**config.mk**
```make
export PLATFORM = sky130hd
export DESIGN_NAME = serial_addsub
export DESIGN_NICKNAME = d
export VERILOG_FILES = /design/src/rtl/serial_addsub.sv
export SDC_FILE = /design/constraint.sdc
export NUM_CORES = 1
export LEC_CHECK = 0
export ABC_AREA = 1
export CORE_ASPECT_RATIO = 0.75
export CORE_UTILIZATION = 48
export DETAILED_ROUTE_END_ITERATION = 7
export GPL_TIMING_DRIVEN = 0
export PLACE_DENSITY = 0.78
export RECOVER_POWER = 25
export SYNTH_ARGS = -nofsm -noshare
export SYNTH_HDL_FRONTEND = slang
export SYNTH_SLANG_ARGS = --single-unit
```
**constraint.sdc**
```tcl
create_clock -name clk -period 1.4 [get_ports clk]
set_input_delay 0.14 -clock clk [delete_from_list [all_inputs] [get_ports clk]]
set_output_delay 0.14 -clock clk [all_outputs]
set_load 0.05 [all_outputs]
```
**src/rtl/serial_addsub.sv**
```systemverilog
// ---------------------------------------------------------------------------
// serial_addsub
//   Bit-serial adder/subtractor. It uses one full-adder slice and a carry
//   flop, and processes WIDTH-bit operands LSB-first at one bit per enabled
//   clock.
//
//   Subtraction is done as a + ~b + 1. B is inverted at capture, and the carry
//   is preset to 1 for a subtract.
//
//   Timeline, counting in enabled edges:
//     E0           : start is sampled in IDLE, and the operands are captured.
//     E1..EWIDTH   : one bit is processed per edge.
//     EWIDTH+1     : sum, cout and overflow are written, and done rises.
//     EWIDTH+2     : the block returns to IDLE.
//
// Ports
//   clk, rst_n      rising-edge clock; asynchronous active-low reset
//   ena             clock enable; when it is low, all state holds
//   start, sub      operation request and add/sub select (sampled in IDLE)
//   a, b            operands, captured with start
//   busy            high while the operation is in RUN
//   done            one enabled-cycle pulse when the result registers update
//   sum             result register, held until the next done
//   cout            carry out of the MSB (for subtract, 1 = no borrow)
//   overflow        signed overflow (carry into MSB ^ carry out of MSB)
// ---------------------------------------------------------------------------

// Single-bit full-adder slice: the combinational core of the serial datapath.
module serial_addsub_fa (
  input  logic a,
  input  logic b,
  input  logic cin,
  output logic s,
  output logic cout
);
  assign s    = a ^ b ^ cin;
  assign cout = (a & b) | (a & cin) | (b & cin);
endmodule

module serial_addsub #(
  parameter int WIDTH = 8
) (
  input  logic             clk,
  input  logic             rst_n,
  input  logic             ena,
  input  logic             start,
  input  logic             sub,
  input  logic [WIDTH-1:0] a,
  input  logic [WIDTH-1:0] b,
  output logic             busy,
  output logic             done,
  output logic [WIDTH-1:0] sum,
  output logic             cout,
  output logic             overflow
);

  localparam int CW = $clog2(WIDTH + 1);

  typedef enum logic [1:0] {
    IDLE = 2'd0,
    RUN  = 2'd1,
    DONE = 2'd2
  } state_t;

  state_t           state;
  logic [WIDTH-1:0] op_a;
  logic [WIDTH-1:0] op_b;
  logic [WIDTH-1:0] res;
  logic             carry;
  logic             msb_cin;
  logic [CW-1:0]    cnt;

  logic             s_bit;
  logic             c_nxt;

  serial_addsub_fa u_fa (
    .a    (op_a[0]),
    .b    (op_b[0]),
    .cin  (carry),
    .s    (s_bit),
    .cout (c_nxt)
  );

  always_ff @(posedge clk or negedge rst_n) begin
    if (!rst_n) begin
      state    <= IDLE;
      op_a     <= '0;
      op_b     <= '0;
      res      <= '0;
      carry    <= 1'b0;
      msb_cin  <= 1'b0;
      cnt      <= '0;
      busy     <= 1'b0;
      done     <= 1'b0;
      sum      <= '0;
      cout     <= 1'b0;
      overflow <= 1'b0;
    end else if (ena) begin
      case (state)
        IDLE: begin
          done <= 1'b0;
          if (start) begin
            op_a  <= a;
            op_b  <= sub ? ~b : b;
            carry <= sub;  // this is the +1 of the two's-complement subtract
            cnt   <= '0;
            res   <= '0;
            busy  <= 1'b1;
            state <= RUN;
          end
        end

        RUN: begin
          if (cnt == CW'(WIDTH)) begin
            // All bits have been processed, so publish the result registers
            // together with done.
            sum      <= res;
            cout     <= carry;
            overflow <= msb_cin ^ carry;
            done     <= 1'b1;
            busy     <= 1'b0;
            state    <= DONE;
          end else begin
            op_a  <= op_a >> 1;
            op_b  <= op_b >> 1;
            // The sum bit enters at the MSB. After WIDTH shifts, bit 0 has
            // reached the LSB.
            res   <= {s_bit, res[WIDTH-1:1]};
            carry <= c_nxt;
            cnt   <= cnt + CW'(1);
            // The carry going into the MSB slice is needed for the signed
            // overflow flag.
            if (cnt == CW'(WIDTH - 1)) msb_cin <= carry;
          end
        end

        DONE: begin
          // start is deliberately not looked at here.
          done  <= 1'b0;
          state <= IDLE;
        end

        default: begin
          state <= IDLE;
          busy  <= 1'b0;
          done  <= 1'b0;
        end
      endcase
    end
  end

endmodule
```
==> flow_metrics.tcl, run 1 <==
set metrics [dict create \
    status "finished with violations" \
    violations "setup timing" \
    hp-class "input pin to async pin" \
    clock-sinks 44 \
    fin_util 0.714 \
    root_buffer "clkbuf_8" \
    timing.critical_path.buf_inv 2 \
    synth_fa_ha_area_frac 0.0203 \
    vias 2019 \
    first_iter_violations 178 \
    grt_pass1_wl_um 8270 \
    highest_layer "met4" \
    syn2layout_area_growth_pct 36.3 \
    antenna_cells 0 \
    grt-ovfl-total 0 \
    max-slew-margin-rel 0.582 \
    grt_pass1_vias 1800 \
    fmaxAchievable_mhz 692 \
    hold_violations 0 \
    cp.required_ps 1600 \
    wl_met2_um 2310 \
    synth_cells 296 \
    ys_ff_latch 44 \
    die_h_um 60.8 \
    clock_latency_ps 300 \
    drive_gt1_frac 0.208 \
    track_usage 0.230 \
    startpoint_type "flip-flop" \
    dp_hpwl_um 3290 \
    fin_worst_hold_slack_ps 378 \
    cts_buffers 5 \
    syn_avg_cell_area_um2 7.48 \
    via_per_inst 4.97 \
    crit_fanout 7 \
    vdd_ir_drop_max_v 0.000974 \
    grt_max_degree 24 \
    die_area_um2 4890 \
    yosys.area_share.simple 0.382 \
    synth-compound-area-share 0.0181 \
    ys_warn_count 0 \
    synth_mux_area_frac 0 \
    slew_violations 0 \
    cts_tree "yes" \
    ctsHtreeMaxLevel 2 \
    wl_per_cell_um 12.5 \
    antenna_found_initial 0 \
    clockBufferDepth 2 \
    cap_viol_max_count 0 \
    seq_area_frac_synth 0.497 \
    period_minus_slack_ps 1450 \
    crit_top_cell "nor2_4" \
    p_leak_uw 0.00165 \
    core_um2 4230 \
    route.met3.wl_um 297 \
    cp-end-kind "flip-flop" \
    cp_cell_sequence "inv_2 > ha_4 > nand3_4 > nor2_4 > nor2_4 > buf_4 > nand3_1 > nand2_1" \
    drt-met1-wl_um 2440 \
    slowest_stage "dfrtp_1" \
    fin_skew_ps 4.51 \
    placement.io_buffers 31 \
    routabilityCongestion 0.808 \
    drt-total-wl_um 5100 \
    rows 20 \
    p_per_area_nw_per_um2 1660 \
    synth_cell_types 20 \
    drc 0 \
    worst_pin_slew_ps 628 \
    clk_pin_slew_ps 90 \
    syn_nets 320 \
    path_class "flip-flop to flip-flop" \
    synth_area_um2 2210 \
    cp.arrival_ps 1650 \
    setup_slack_ps -45.6 \
    fillers 341 \
    dr.pass1.iters 4 \
    slowest_delay_ps 410 \
    ant_nets 0 \
    synth_top_family_by_area "simple AND/OR/NAND/NOR gates" \
    die_w_um 80.4 \
    start_util 0.524 \
    rsz0062_at_grt "true" \
    crit_family "simple AND/OR/NAND/NOR gates" \
    fin_crit_sh 1.03 \
    p_total_uw 5000 \
    synth-xor-area-share 0.0119 \
    nets 374 \
    setup_viol 27 \
    pin_count 33 \
]
[state kept, by name, summed over array words and instances, names as in the netlist, 2 cells and up]
name and cells:
cnt 4, op_b 8, sum 8, res 8, op_a 8, state 2
[power breakdown]
group,internal (uW),total [uW],switching [uW]
sequential,1680,2000,324
clock,401,851,449
combinational,896,2140,1250
total,2980,5000,2020
[metal layers]
layer  vias to the layer above  track usage
met3                         4       0.0451
met1                       942        0.326
li1                       1023            -
met4                         0       0.0765
met2                        50        0.356
met5                         -            0
[through the flow]
| step | setup TNS [ps] | cell area (um^2) | cells | worst slack [ps] |
|---|---|---|---|---|
| floorplan | -190 | 2240 | 296 | -23.8 |
| global placement | -50210 | 2620 | 382 | -1030 |
| detailed placement | -6020 | 2640 | 383 | -207 |
| CTS | 0 | 2860 | 400 | 6.66 |
| global route | -3520 | 3020 | 406 | -110 |
| finish | -493 | 3020 | 406 | -45.6 |
[what timing repair did]
action | 4_1_cts | 5_1_grt
pin swaps | 3 | 12
cloned | 2 | 2
buffers inserted | 7 | 4
hold buffers | 1 | 0
endpoints found under the hold margin | 21 | 0
resized for setup | 32 | 32
setup endpoints to repair | 54 | 40
[worst register-to-register path: cells and delay by family (launching register included)]
| kind | cells | cell delay [ps] |
|---|---|---|
| adder cells (fa/ha/maj) | 1 | 160 |
| flip-flops | 1 | 410 |
| buffers and inverters | 2 | 240 |
| AND/OR/NAND/NOR | 5 | 530 |
[cells by family after synthesis]
family,Yosys count
buffers and inverters,33
xor gates and xnor gates,3
adders and majority gates,3
AOI/OAI and AO/OA,8
and+or+nand+nor,205
DFF,44
[placed cells by master (no fill, tap or decap), types with 3 or more instances in the layout]
cell type,instances
nand2_1,135
dfrtp_1,42
nand3_1,30
clkdlybuf4s50_1,18
inv_1,17
nand2_2,17
buf_4,13
dlygate4sd2_1,12
buf_6,8
nor2_1,7
nor2_4,6
o21ai_0,6
clkbuf_8,6
nand3_2,4
inv_2,3
nand2_4,3
clkbuf_1,3
[cells in the mapped netlist]
cell type	number	area share
nand3_1	35	0.079
buf_4	3	0.010
inv_1	19	0.032
xor2_1	1	0.0040
nand2_2	1	0.0028
ha_1	2	0.011
buf_2	4	0.0090
nand2_1	154	0.26
inv_2	2	0.0034
dfrtp_1	44	0.50
clkbuf_1	3	0.0051
buf_6	2	0.010
nor2_1	10	0.017
nand2_4	1	0.0051
xnor2_1	2	0.0079
a21oi_1	1	0.0023
o21ai_0	7	0.016
fa_1	1	0.0090
nor2_4	3	0.015
nor3_1	1	0.0023
[final timing paths]
kind	start	to	slack (ps)	cells after the start
setup / recovery	cnt[0]	cnt[2]	-50	8
hold / removal	rst_n	op_b[0]	380	2
setup reg to reg	cnt[0]	cnt[2]	-50	8
hold reg to reg	sum[0]	sum[0]	480	2
max in group asynchronous	rst_n	state[0]	480	3
min in group clk	a[7]	op_a[7]	420	3
[cell type report]
cell class                 count  area (um^2)  area share
sequential                    44         1100       0.366
buffer                        11          101      0.0336
inverter                      21         81.3      0.0269
multi-input combinational    220         1110       0.367
timing repair buffer          47          462       0.153
tap                           55         68.8      0.0228
clock inverter                 1         7.51     0.00249
clock buffer                   7         86.3      0.0286
Note: power is estimated with default switching activity, not from simulation.
==> run 2, diff against run 1 <==
--- a/config.mk
+++ b/config.mk
@@ -9,6 +9,7 @@
 export CORE_ASPECT_RATIO = 0.75
 export CORE_UTILIZATION = 48
 export DETAILED_ROUTE_END_ITERATION = 7
+export GPL_ROUTABILITY_DRIVEN = 0
 export GPL_TIMING_DRIVEN = 0
 export PLACE_DENSITY = 0.78
 export RECOVER_POWER = 25
==> results of run 2 <==
No change in the layout: final DEF, timing and power equal those of run 1.
==> run 3, diff against run 2 <==
--- a/config.mk
+++ b/config.mk
@@ -12,7 +12,7 @@
 export GPL_ROUTABILITY_DRIVEN = 0
 export GPL_TIMING_DRIVEN = 0
 export PLACE_DENSITY = 0.78
-export RECOVER_POWER = 25
+export RECOVER_POWER = 50
 export SYNTH_ARGS = -nofsm -noshare
 export SYNTH_HDL_FRONTEND = slang
 export SYNTH_SLANG_ARGS = --single-unit
==> run 3 against run 2 <==
  * The flow still finishes with violations (setup timing)
  * Routed wire length is the same
  * Hold slack worse by 28 ps
  * Register-to-register slack is essentially flat
  * Total power down 0.18%
  * Clock skew hardly changed
  * Combinational power barely moved
  * Global-route usage stayed put
==> flow_metrics.tcl, run 3 (same netlist as run 1, synthesis figures left out) <==
set metrics [dict create \
    die_area_um2 4890 \
    via_per_inst 4.96 \
    cts_tree "yes" \
    cp-end-kind "flip-flop" \
    rrSetupSlack_ps -40 \
    vdd_ir_drop_max_v 0.000974 \
    startpoint_type "flip-flop" \
    crit_fanout 7 \
    max-slew-margin-rel 0.623 \
    rows 20 \
    antenna_found_initial 0 \
    hold_violations 0 \
    fin_crit_sh 1.03 \
    pin_count 33 \
    drt-total-wl_um 5100 \
    fin_util 0.709 \
    setup_viol 27 \
    drc 0 \
    clockBufferDepth 2 \
    nets 374 \
    clk_pin_slew_ps 80 \
    setup_slack_ps -43.3 \
    cp.arrival_ps 1650 \
    rsz0062_at_grt "true" \
    status "finished with violations" \
    drive_gt1_frac 0.208 \
    fin_skew_ps 4.23 \
    slew_violations 0 \
    p_leak_uw 0.00164 \
    violations "setup timing" \
    cts_buffers 5 \
    fmaxAchievable_mhz 693 \
    worst_pin_slew_ps 565 \
    p_per_area_nw_per_um2 1660 \
    dp_hpwl_um 3290 \
    ant_nets 0 \
    root_buffer "clkbuf_8" \
    die_w_um 80.4 \
    grt_pass1_wl_um 8270 \
    track_usage 0.230 \
    cp.required_ps 1600 \
    reg2regPathDepth 8 \
    fillers 343 \
    vias 2013 \
    syn2layout_area_growth_pct 35.4 \
    clock-sinks 44 \
    wl_per_cell_um 12.5 \
    dp_slack_ps -207 \
    ff_latch_area_um2 1100 \
    worstReg2RegEnd "cnt[2]" \
    period_minus_slack_ps 1440 \
    final_common_cell "nand2_1" \
    grt_max_degree 24 \
    first_iter_violations 178 \
    core_um2 4230 \
    r2r_start "cnt[0]" \
    cap_viol_max_count 0 \
    start_util 0.524 \
    grt-ovfl-total 0 \
    dr.pass1.iters 4 \
    path_class "flip-flop to flip-flop" \
    hp-class "input pin to async pin" \
    ctsHtreeMaxLevel 2 \
    final_cell_mix "135 x nand2_1, 42 x dfrtp_1, 30 x nand3_1" \
    fin_worst_hold_slack_ps 350 \
    placement.io_buffers 31 \
    clock_latency_ps 310 \
    antenna_cells 0 \
    die_h_um 60.8 \
    multiInputGateArea_um2 1110 \
    grt_pass1_vias 1800 \
]
run 3: cell types whose count changed in the layout (fill, tap and decap cells not counted):
cell / before / now
clkbuf_4: 0 / 1
buf_16: 1 / 0
run 3: layout make-up:
class / count / area share
inverters: 21 / 0.0271
clock buffers: 7 / 0.0288
flip-flops and latches: 44 / 0.368
multi-input cells: 220 / 0.369
plain buffers: 11 / 0.0338
repair buffers: 47 / 0.147
clock inverters: 1 / 0.00250
well taps: 55 / 0.0230
run 3: report_power, final:
group	internal, uW	total, uW	switching [uW]	leakage [uW]
clock network	401	851	449	0.0000445
logic	890	2140	1250	0.00102
registers	1680	2000	321	0.000579
total	2970	4990	2020	0.00164
run 3: timing repair:
item | in CTS | in global routing
hold buffers | 1 | 0
pin swaps | 3 | 12
cloned | 2 | 2
setup endpoints to repair | 54 | 40
setup buffers | 7 | 4
resized for setup | 32 | 32
endpoints found under the hold margin | 21 | 0
run 3: critical path, cell delays in order (launching register included):
cell     delay [ps]
dfrtp_1         410
inv_2            80
ha_4            160
nand3_4          70
nor2_4          230
nor2_4          100
buf_4           160
nand3_1          70
nand2_1          50
run 3: how the worst max path moves through the flow:
stage,slack [ps],endpoint,cells after the start,start
finish,-40,cnt[2],8,cnt[0]
global route,-110,op_b[5],10,cnt[0]
CTS,7,sum[7],8,cnt[0]
detailed placement,-210,sum[1],8,cnt[0]
global placement,-1030,res[0],1,rst_n
floorplan,-20,sum[0],8,cnt[0]
run 3: per-layer routing:
| metal | vias up | part of all wire | track usage |
|---|---|---|---|
| met1 | 938 | 0.48 | 0.326 |
| met2 | 49 | 0.45 | 0.356 |
| met3 | 4 | 0.058 | 0.0451 |
| met5 | - | 0 | 0 |
| met4 | 0 | 0.0090 | 0.0765 |
| li1 | 1022 | - | - |
run 3: metrics by stage:
stage               setup TNS, ps  std cells  cell area (um^2)  total power (uW)
floorplan                    -190        296              2240              3250
global route                -3520        406              3000              5360
CTS                             0        400              2860              4780
detailed placement          -6020        383              2640              3750
finish                       -481        406              3000              4990
global placement           -50210        382              2620              3680
